--- src/rtl/enemy_sprite_drawer.sv ---
// Enemy sprite renderer: on each accepted start, erases the rectangle at the
// previously drawn position (when built with ENEMY_SPRITE_ERASE_EN), then draws
// a solid SPRITE_W x SPRITE_H rectangle at the new position, one pixel per clock.
// Macro ENEMY_SPRITE_ERASE_EN: defined builds the ERASE pass and prev_* state;
// undefined always goes straight to DRAW and the sprite leaves a trail.
module enemy_sprite_drawer #(
   parameter int unsigned SPRITE_W  = 8,
   parameter int unsigned SPRITE_H  = 4,
   parameter logic [2:0]  BG_COLOUR = 3'b000
) (
   input  logic       clk,
   input  logic       reset,
   input  logic       start,
   input  logic [7:0] enemy_x,
   input  logic [6:0] enemy_y,
   input  logic [2:0] enemy_colour,
   output logic       busy,
   output logic       plot,
   output logic [7:0] vga_x,
   output logic [6:0] vga_y,
   output logic [2:0] vga_colour,
   output logic       done
);

   localparam int unsigned CNT_W = 4;
   localparam int unsigned X_W   = 8;
   localparam int unsigned Y_W   = 7;
   localparam int unsigned C_W   = 3;
   localparam int unsigned X_MAX = 159;
   localparam int unsigned Y_MAX = 119;

   localparam logic [CNT_W-1:0] COL_LAST = CNT_W'(SPRITE_W - 1);
   localparam logic [CNT_W-1:0] ROW_LAST = CNT_W'(SPRITE_H - 1);

   typedef enum logic [1:0] {
      IDLE  = 2'd0,
      DRAW  = 2'd1,
      DONE  = 2'd2
`ifdef ENEMY_SPRITE_ERASE_EN
      , ERASE = 2'd3
`endif
   } state_e;

   state_e           state_q, state_d;
   logic [CNT_W-1:0] col_q, col_d;
   logic [CNT_W-1:0] row_q, row_d;
   logic [X_W-1:0]   new_x_q, new_x_d;
   logic [Y_W-1:0]   new_y_q, new_y_d;
   logic [C_W-1:0]   new_colour_q, new_colour_d;

   logic             busy_q, busy_d;
   logic             plot_q, plot_d;
   logic [X_W-1:0]   vga_x_q, vga_x_d;
   logic [Y_W-1:0]   vga_y_q, vga_y_d;
   logic [C_W-1:0]   vga_colour_q, vga_colour_d;
   logic             done_q, done_d;

`ifdef ENEMY_SPRITE_ERASE_EN
   logic [X_W-1:0]   prev_x_q, prev_x_d;
   logic [Y_W-1:0]   prev_y_q, prev_y_d;
   logic             prev_valid_q, prev_valid_d;
`else
   // BG_COLOUR only matters when the erase pass is built
   logic             unused_bg;
   assign unused_bg = ^BG_COLOUR;
`endif

   logic             last_px;
   logic [X_W-1:0]   base_x;
   logic [Y_W-1:0]   base_y;
   logic [C_W-1:0]   pix_colour;
   logic [X_W:0]     pix_x;
   logic [Y_W:0]     pix_y;
   logic             in_pass;

   // State, counters and registered outputs
   always_ff @(posedge clk or negedge reset) begin
      if (!reset) begin
         state_q      <= IDLE;
         col_q        <= '0;
         row_q        <= '0;
         new_x_q      <= '0;
         new_y_q      <= '0;
         new_colour_q <= '0;
         busy_q       <= 1'b0;
         plot_q       <= 1'b0;
         vga_x_q      <= '0;
         vga_y_q      <= '0;
         vga_colour_q <= '0;
         done_q       <= 1'b0;
`ifdef ENEMY_SPRITE_ERASE_EN
         prev_x_q     <= '0;
         prev_y_q     <= '0;
         prev_valid_q <= 1'b0;
`endif
      end else begin
         state_q      <= state_d;
         col_q        <= col_d;
         row_q        <= row_d;
         new_x_q      <= new_x_d;
         new_y_q      <= new_y_d;
         new_colour_q <= new_colour_d;
         busy_q       <= busy_d;
         plot_q       <= plot_d;
         vga_x_q      <= vga_x_d;
         vga_y_q      <= vga_y_d;
         vga_colour_q <= vga_colour_d;
         done_q       <= done_d;
`ifdef ENEMY_SPRITE_ERASE_EN
         prev_x_q     <= prev_x_d;
         prev_y_q     <= prev_y_d;
         prev_valid_q <= prev_valid_d;
`endif
      end
   end

   // Next state, scan counters, and the pixel to present in the next cycle
   always_comb begin
      state_d      = state_q;
      col_d        = col_q;
      row_d        = row_q;
      new_x_d      = new_x_q;
      new_y_d      = new_y_q;
      new_colour_d = new_colour_q;
`ifdef ENEMY_SPRITE_ERASE_EN
      prev_x_d     = prev_x_q;
      prev_y_d     = prev_y_q;
      prev_valid_d = prev_valid_q;
`endif
      last_px      = (col_q == COL_LAST) && (row_q == ROW_LAST);

      unique case (state_q)
         IDLE: begin
            if (start) begin
               new_x_d      = enemy_x;
               new_y_d      = enemy_y;
               new_colour_d = enemy_colour;
               col_d        = '0;
               row_d        = '0;
`ifdef ENEMY_SPRITE_ERASE_EN
               state_d      = prev_valid_q ? ERASE : DRAW;
`else
               state_d      = DRAW;
`endif
            end
         end
`ifdef ENEMY_SPRITE_ERASE_EN
         ERASE: begin
            if (last_px) begin
               col_d   = '0;
               row_d   = '0;
               state_d = DRAW;
            end else if (col_q == COL_LAST) begin
               col_d = '0;
               row_d = row_q + CNT_W'(1);
            end else begin
               col_d = col_q + CNT_W'(1);
            end
         end
`endif
         DRAW: begin
            if (last_px) begin
               col_d   = '0;
               row_d   = '0;
               state_d = DONE;
`ifdef ENEMY_SPRITE_ERASE_EN
               prev_x_d     = new_x_q;
               prev_y_d     = new_y_q;
               prev_valid_d = 1'b1;
`endif
            end else if (col_q == COL_LAST) begin
               col_d = '0;
               row_d = row_q + CNT_W'(1);
            end else begin
               col_d = col_q + CNT_W'(1);
            end
         end
         DONE:    state_d = IDLE;
         default: state_d = IDLE;
      endcase

      // Pixel address of the next cycle's scan position; wide sums never wrap
      base_x     = new_x_d;
      base_y     = new_y_d;
      pix_colour = new_colour_d;
      in_pass    = (state_d == DRAW);
`ifdef ENEMY_SPRITE_ERASE_EN
      if (state_d == ERASE) begin
         base_x     = prev_x_q;
         base_y     = prev_y_q;
         pix_colour = BG_COLOUR;
         in_pass    = 1'b1;
      end
`endif
      pix_x = (X_W+1)'(base_x) + (X_W+1)'(col_d);
      pix_y = (Y_W+1)'(base_y) + (Y_W+1)'(row_d);

      // Clipped pixels consume the cycle but never reach the VGA port
      plot_d       = in_pass && (pix_x <= (X_W+1)'(X_MAX)) && (pix_y <= (Y_W+1)'(Y_MAX));
      vga_x_d      = plot_d ? pix_x[X_W-1:0] : vga_x_q;
      vga_y_d      = plot_d ? pix_y[Y_W-1:0] : vga_y_q;
      vga_colour_d = plot_d ? pix_colour     : vga_colour_q;
      busy_d       = (state_d != IDLE);
      done_d       = (state_d == DONE);
   end

   assign busy       = busy_q;
   assign plot       = plot_q;
   assign vga_x      = vga_x_q;
   assign vga_y      = vga_y_q;
   assign vga_colour = vga_colour_q;
   assign done       = done_q;

endmodule
--- config.mk ---
export PLATFORM = sky130hd
export DESIGN_NAME = enemy_sprite_drawer
export DESIGN_NICKNAME = d
export VERILOG_FILES = /design/src/rtl/enemy_sprite_drawer.sv
export SDC_FILE = /design/constraint.sdc
export NUM_CORES = 1
export LEC_CHECK = 0
export BUFFER_PORTS_ARGS = -buffer_cell sky130_fd_sc_hd__buf_2
export CORE_AREA = 4 4 89 91
export CTS_CLUSTER_SIZE = 8
export DETAILED_ROUTE_END_ITERATION = 12
export DIE_AREA = 0 0 93 95
export GPL_TIMING_DRIVEN = 1
export PLACE_DENSITY = 0.57
export REMOVE_ABC_BUFFERS = 1
export SLEW_MARGIN = 40
export SYNTH_ARGS = -nofsm -noshare
export SYNTH_HDL_FRONTEND = slang
export SYNTH_SLANG_ARGS = --single-unit
--- constraint.sdc ---
create_clock -name clk -period 11.65 [get_ports clk]
set_clock_uncertainty 0.15 [all_clocks]
set_input_delay 3.495 -clock clk [delete_from_list [all_inputs] [get_ports clk]]
set_output_delay 3.495 -clock clk [all_outputs]
set_load 0.02 [all_outputs]
==> results.py <==
metrics = {
    "synth": {
        "synth.top_cell.area_share": 0.4972,
        "syn_area_sq_um": 2466,
        "synth_area_per_cell_sq_um": 12.27,
        "syn_inst": 201,
        "synth_seq_cells": 49,
        "synth-main-ff-cell": "dfrtp_1",
        "async_reset_ff_frac": 1.000,
        "ys_warn_count": 0,
        "synth_cell_types": 44,
        "synth-edff-count": 0,
        "yosys.area.top_type": "dfrtp_1",
        "yosys-top-cells-area": "dfrtp_1 50%, mux2_2 9.1%, ha_1 5.1%",
        "yosysSeqAreaShare": 0.4972,
    },
    "global_route": {
        "grt_antenna_before_repair": 0,
        "grtUsageTotal": 0.1187,
        "overflow": 0,
        "grt_max_degree": 50,
        "grt_pass1_vias": 1717,
        "grt_first_pass_wirelength_mm": 8.204,
    },
    "routing": {
        "wl_met2_mm": 2.168,
        "highest_layer": "met4",
        "routed-wl-met3_um": 190,
        "wirelength_met1_mm": 2.343,
        "detail_route.wl_per_cell_um": 13.75,
        "routed_wl_mm": 4.770,
        "drc": 0,
        "vias_per_cell": 4.599,
        "via_count": 1596,
        "ant_nets": 0,
        "first_iter_violations": 28,
        "first_pass_iters": 3,
    },
    "clock_tree": {
        "cts.sinks": 49,
        "clk-insertion-delay-late_ns": 0.30,
        "hold_buffers": 0,
        "postCtsSetupBuffers": 0,
        "cts_tree": "done",
        "htreeDepth": 2,
        "path_clk_slew_ns": 0.08,
        "post_cts_resized": 0,
        "cts-root-buf": "clkbuf_8",
        "cts_made_buffers": 5,
        "cts.path.max_buffers": 2,
    },
    "placed_design": {
        "io_buffers": 41,
        "place.gp.congestion": 0.7483,
        "place_hpwl_mm": 3.423,
        "pre_cts_slack_ns": 4.499,
    },
    "die": {
        "die_area_sq_um": 8835,
        "die_w_um": 93,
        "rows": 31,
        "io_pins": 42,
        "coreArea_sq_um": 7137,
        "start_util": 0.3455,
        "die_h_um": 95,
    },
    "hold_path": {
        "min_from": "new_y_q[0]",
        "worst_hold_path.num_cells": 1,
        "holdPathEnd": "new_y_q[0]",
        "min_path_type": "flip-flop to flip-flop",
    },
    "power_and_ir_drop": {
        "sw_frac_of_total": 0.3997,
        "total_power_uw": 1034,
        "seq_power_share": 0.288,
        "ir_drop_mv": 0.1379,
        "p_sw_uw": 413.2,
        "clkPwrFrac": 0.122,
        "combPwrFrac": 0.591,
        "p_leak_uw": 0.001362,
        "power_per_cell_area_nw_per_um2": 357.1,
        "internal_power_uw": 620.5,
    },
    "critical_path": {
        "r2r_start": "col_q[0]",
        "regToRegSetupSlack_ns": 7.52,
        "crit_fanout": 22,
        "reg2reg_to": "vga_colour[0]",
        "cp-start-kind": "input pin",
        "path_class": "input pin to flip-flop",
        "cp_data_required_time_ns": 11.68,
        "crit_path_end_kind": "flip-flop",
        "arrival_ns": 6.84,
        "rr_worst_depth": 14,
    },
    "cells_and_area": {
        "fin_util": 0.4057,
        "seqCellArea_sq_um": 1226,
        "nets": 280,
        "antenna_cells": 0,
        "layout_commonest_cell": "dfrtp_1",
        "layout_common_cells": "49 x dfrtp_1, 41 x buf_2, 20 x mux2_2, 14 x nand2_1, 12 x inv_1",
        "multi_input_area_sq_um": 1164,
        "syn_to_final_growth_pct": 17.40,
        "drive_gt1_frac": 0.3427,
        "nFillCells": 734,
    },
    "sta": {
        "fin_crit_sh": 0.5845,
        "slew_violations": 0,
        "hold_viol": 0,
        "min_period_ns": 6.809,
        "clock.fmax_mhz": 146.9,
        "worst_pin_slew_ns": 0.6095,
        "maxSlewHeadroom": 0.5937,
        "setup_viol": 0,
        "worst_slack_ns": 4.841,
        "rsz0062_at_grt": "no",
        "fin_tns_setup_ns": 0,
    },
    "run": {
        "maxCapViolCount": 0,
    },
    "outcome": {
        "outcome": "finished, final reports clean",
    },
}
==> state kept, by name, summed over array words and instances (netlist names) <==
name,count
col_q,4
new_y_q,7
plot,1
vga_colour,3
new_colour_q,3
vga_x,8
new_x_q,8
vga_y,7
done,1
row_q,4
busy,1
state_q,2
==> cell usage after synthesis (all sizes together), types with 2 or more instances <==
cell type,count
mux2i,8
nand2b,2
buf,3
a21o,4
xor2,3
o21a,2
a21oi,6
dfrtp,49
xnor2,8
mux2,28
nand3,2
nor2,10
inv,12
nor3,2
or3,2
o21ai,10
nand2,15
ha,10
nor2b,2
a31oi,3
fa,2
a211oi,2
==> worst max-delay path, stage by stage <==
cell and delay, ns:
buf_2 0.09, nor3b_4 0.16, buf_4 0.34, mux2_2 0.39, ha_1 0.22, fa_1 0.41
a21o_1 0.20, a21oi_1 0.28, xor2_2 0.20, o21ai_2 0.11, nor3_4 0.35, nand2_4 0.25
mux2_4 0.35
==> power groups by stage <==
stage | sequential, uW | clock, uW | combinational [uW]
CTS | 299 | 129 | 620
global placement | 300 | 0 | 607
finish | 297 | 126 | 611
floorplan | 337 | 0 | 442
detailed placement | 302 | 0 | 611
global route | 311 | 136 | 680
==> worst max path at each step <==
stage,start,slack (ns),depth (start not counted),endpoint
after global placement,start,4.51,13,vga_colour[0]
after global routing,start,4.66,13,vga_y[1]
after CTS,start,4.81,13,vga_colour[0]
after floorplan,start,4.63,11,vga_colour[0]
after detailed placement,start,4.50,13,vga_y[0]
final,start,4.84,13,vga_colour[0]
==> cell type report <==
| type | count | share of cell area |
|---|---|---|
| Clock buffer | 7 | 0.02982 |
| Clock inverter | 1 | 0.01037 |
| Tap cell | 99 | 0.04278 |
| Timing Repair Buffer | 43 | 0.07606 |
| Sequential cell | 49 | 0.4235 |
| Multi-Input combinational cell | 136 | 0.4019 |
| Inverter | 12 | 0.01556 |
==> layer usage <==
layer  up-vias  GRT usage
met2        32     0.1926
met1       758     0.1564
met3         8    0.03028
li1        798          -
met4         0    0.03663
met5         -          0
==> logic make-up after synthesis <==
family,count (synthesis),synth area share
mux,36,0.1725
flops,49,0.4972
fa+ha+maj,12,0.06697
buf+inv,16,0.03094
xor+xnor,11,0.04211
compound gates,36,0.09995
simple gates,41,0.09032
==> stage by stage <==
step / hold slack (ns) / cell area [sq um] / cells
detailed placement: 0.3392 / 2779 / 339
finish: 0.3551 / 2895 / 347
CTS: 0.3598 / 2895 / 347
floorplan: 0.3194 / 2435 / 197
global placement: 0.3275 / 2779 / 339
global route: 0.3762 / 2895 / 347
(Power assumes the default switching activity.)
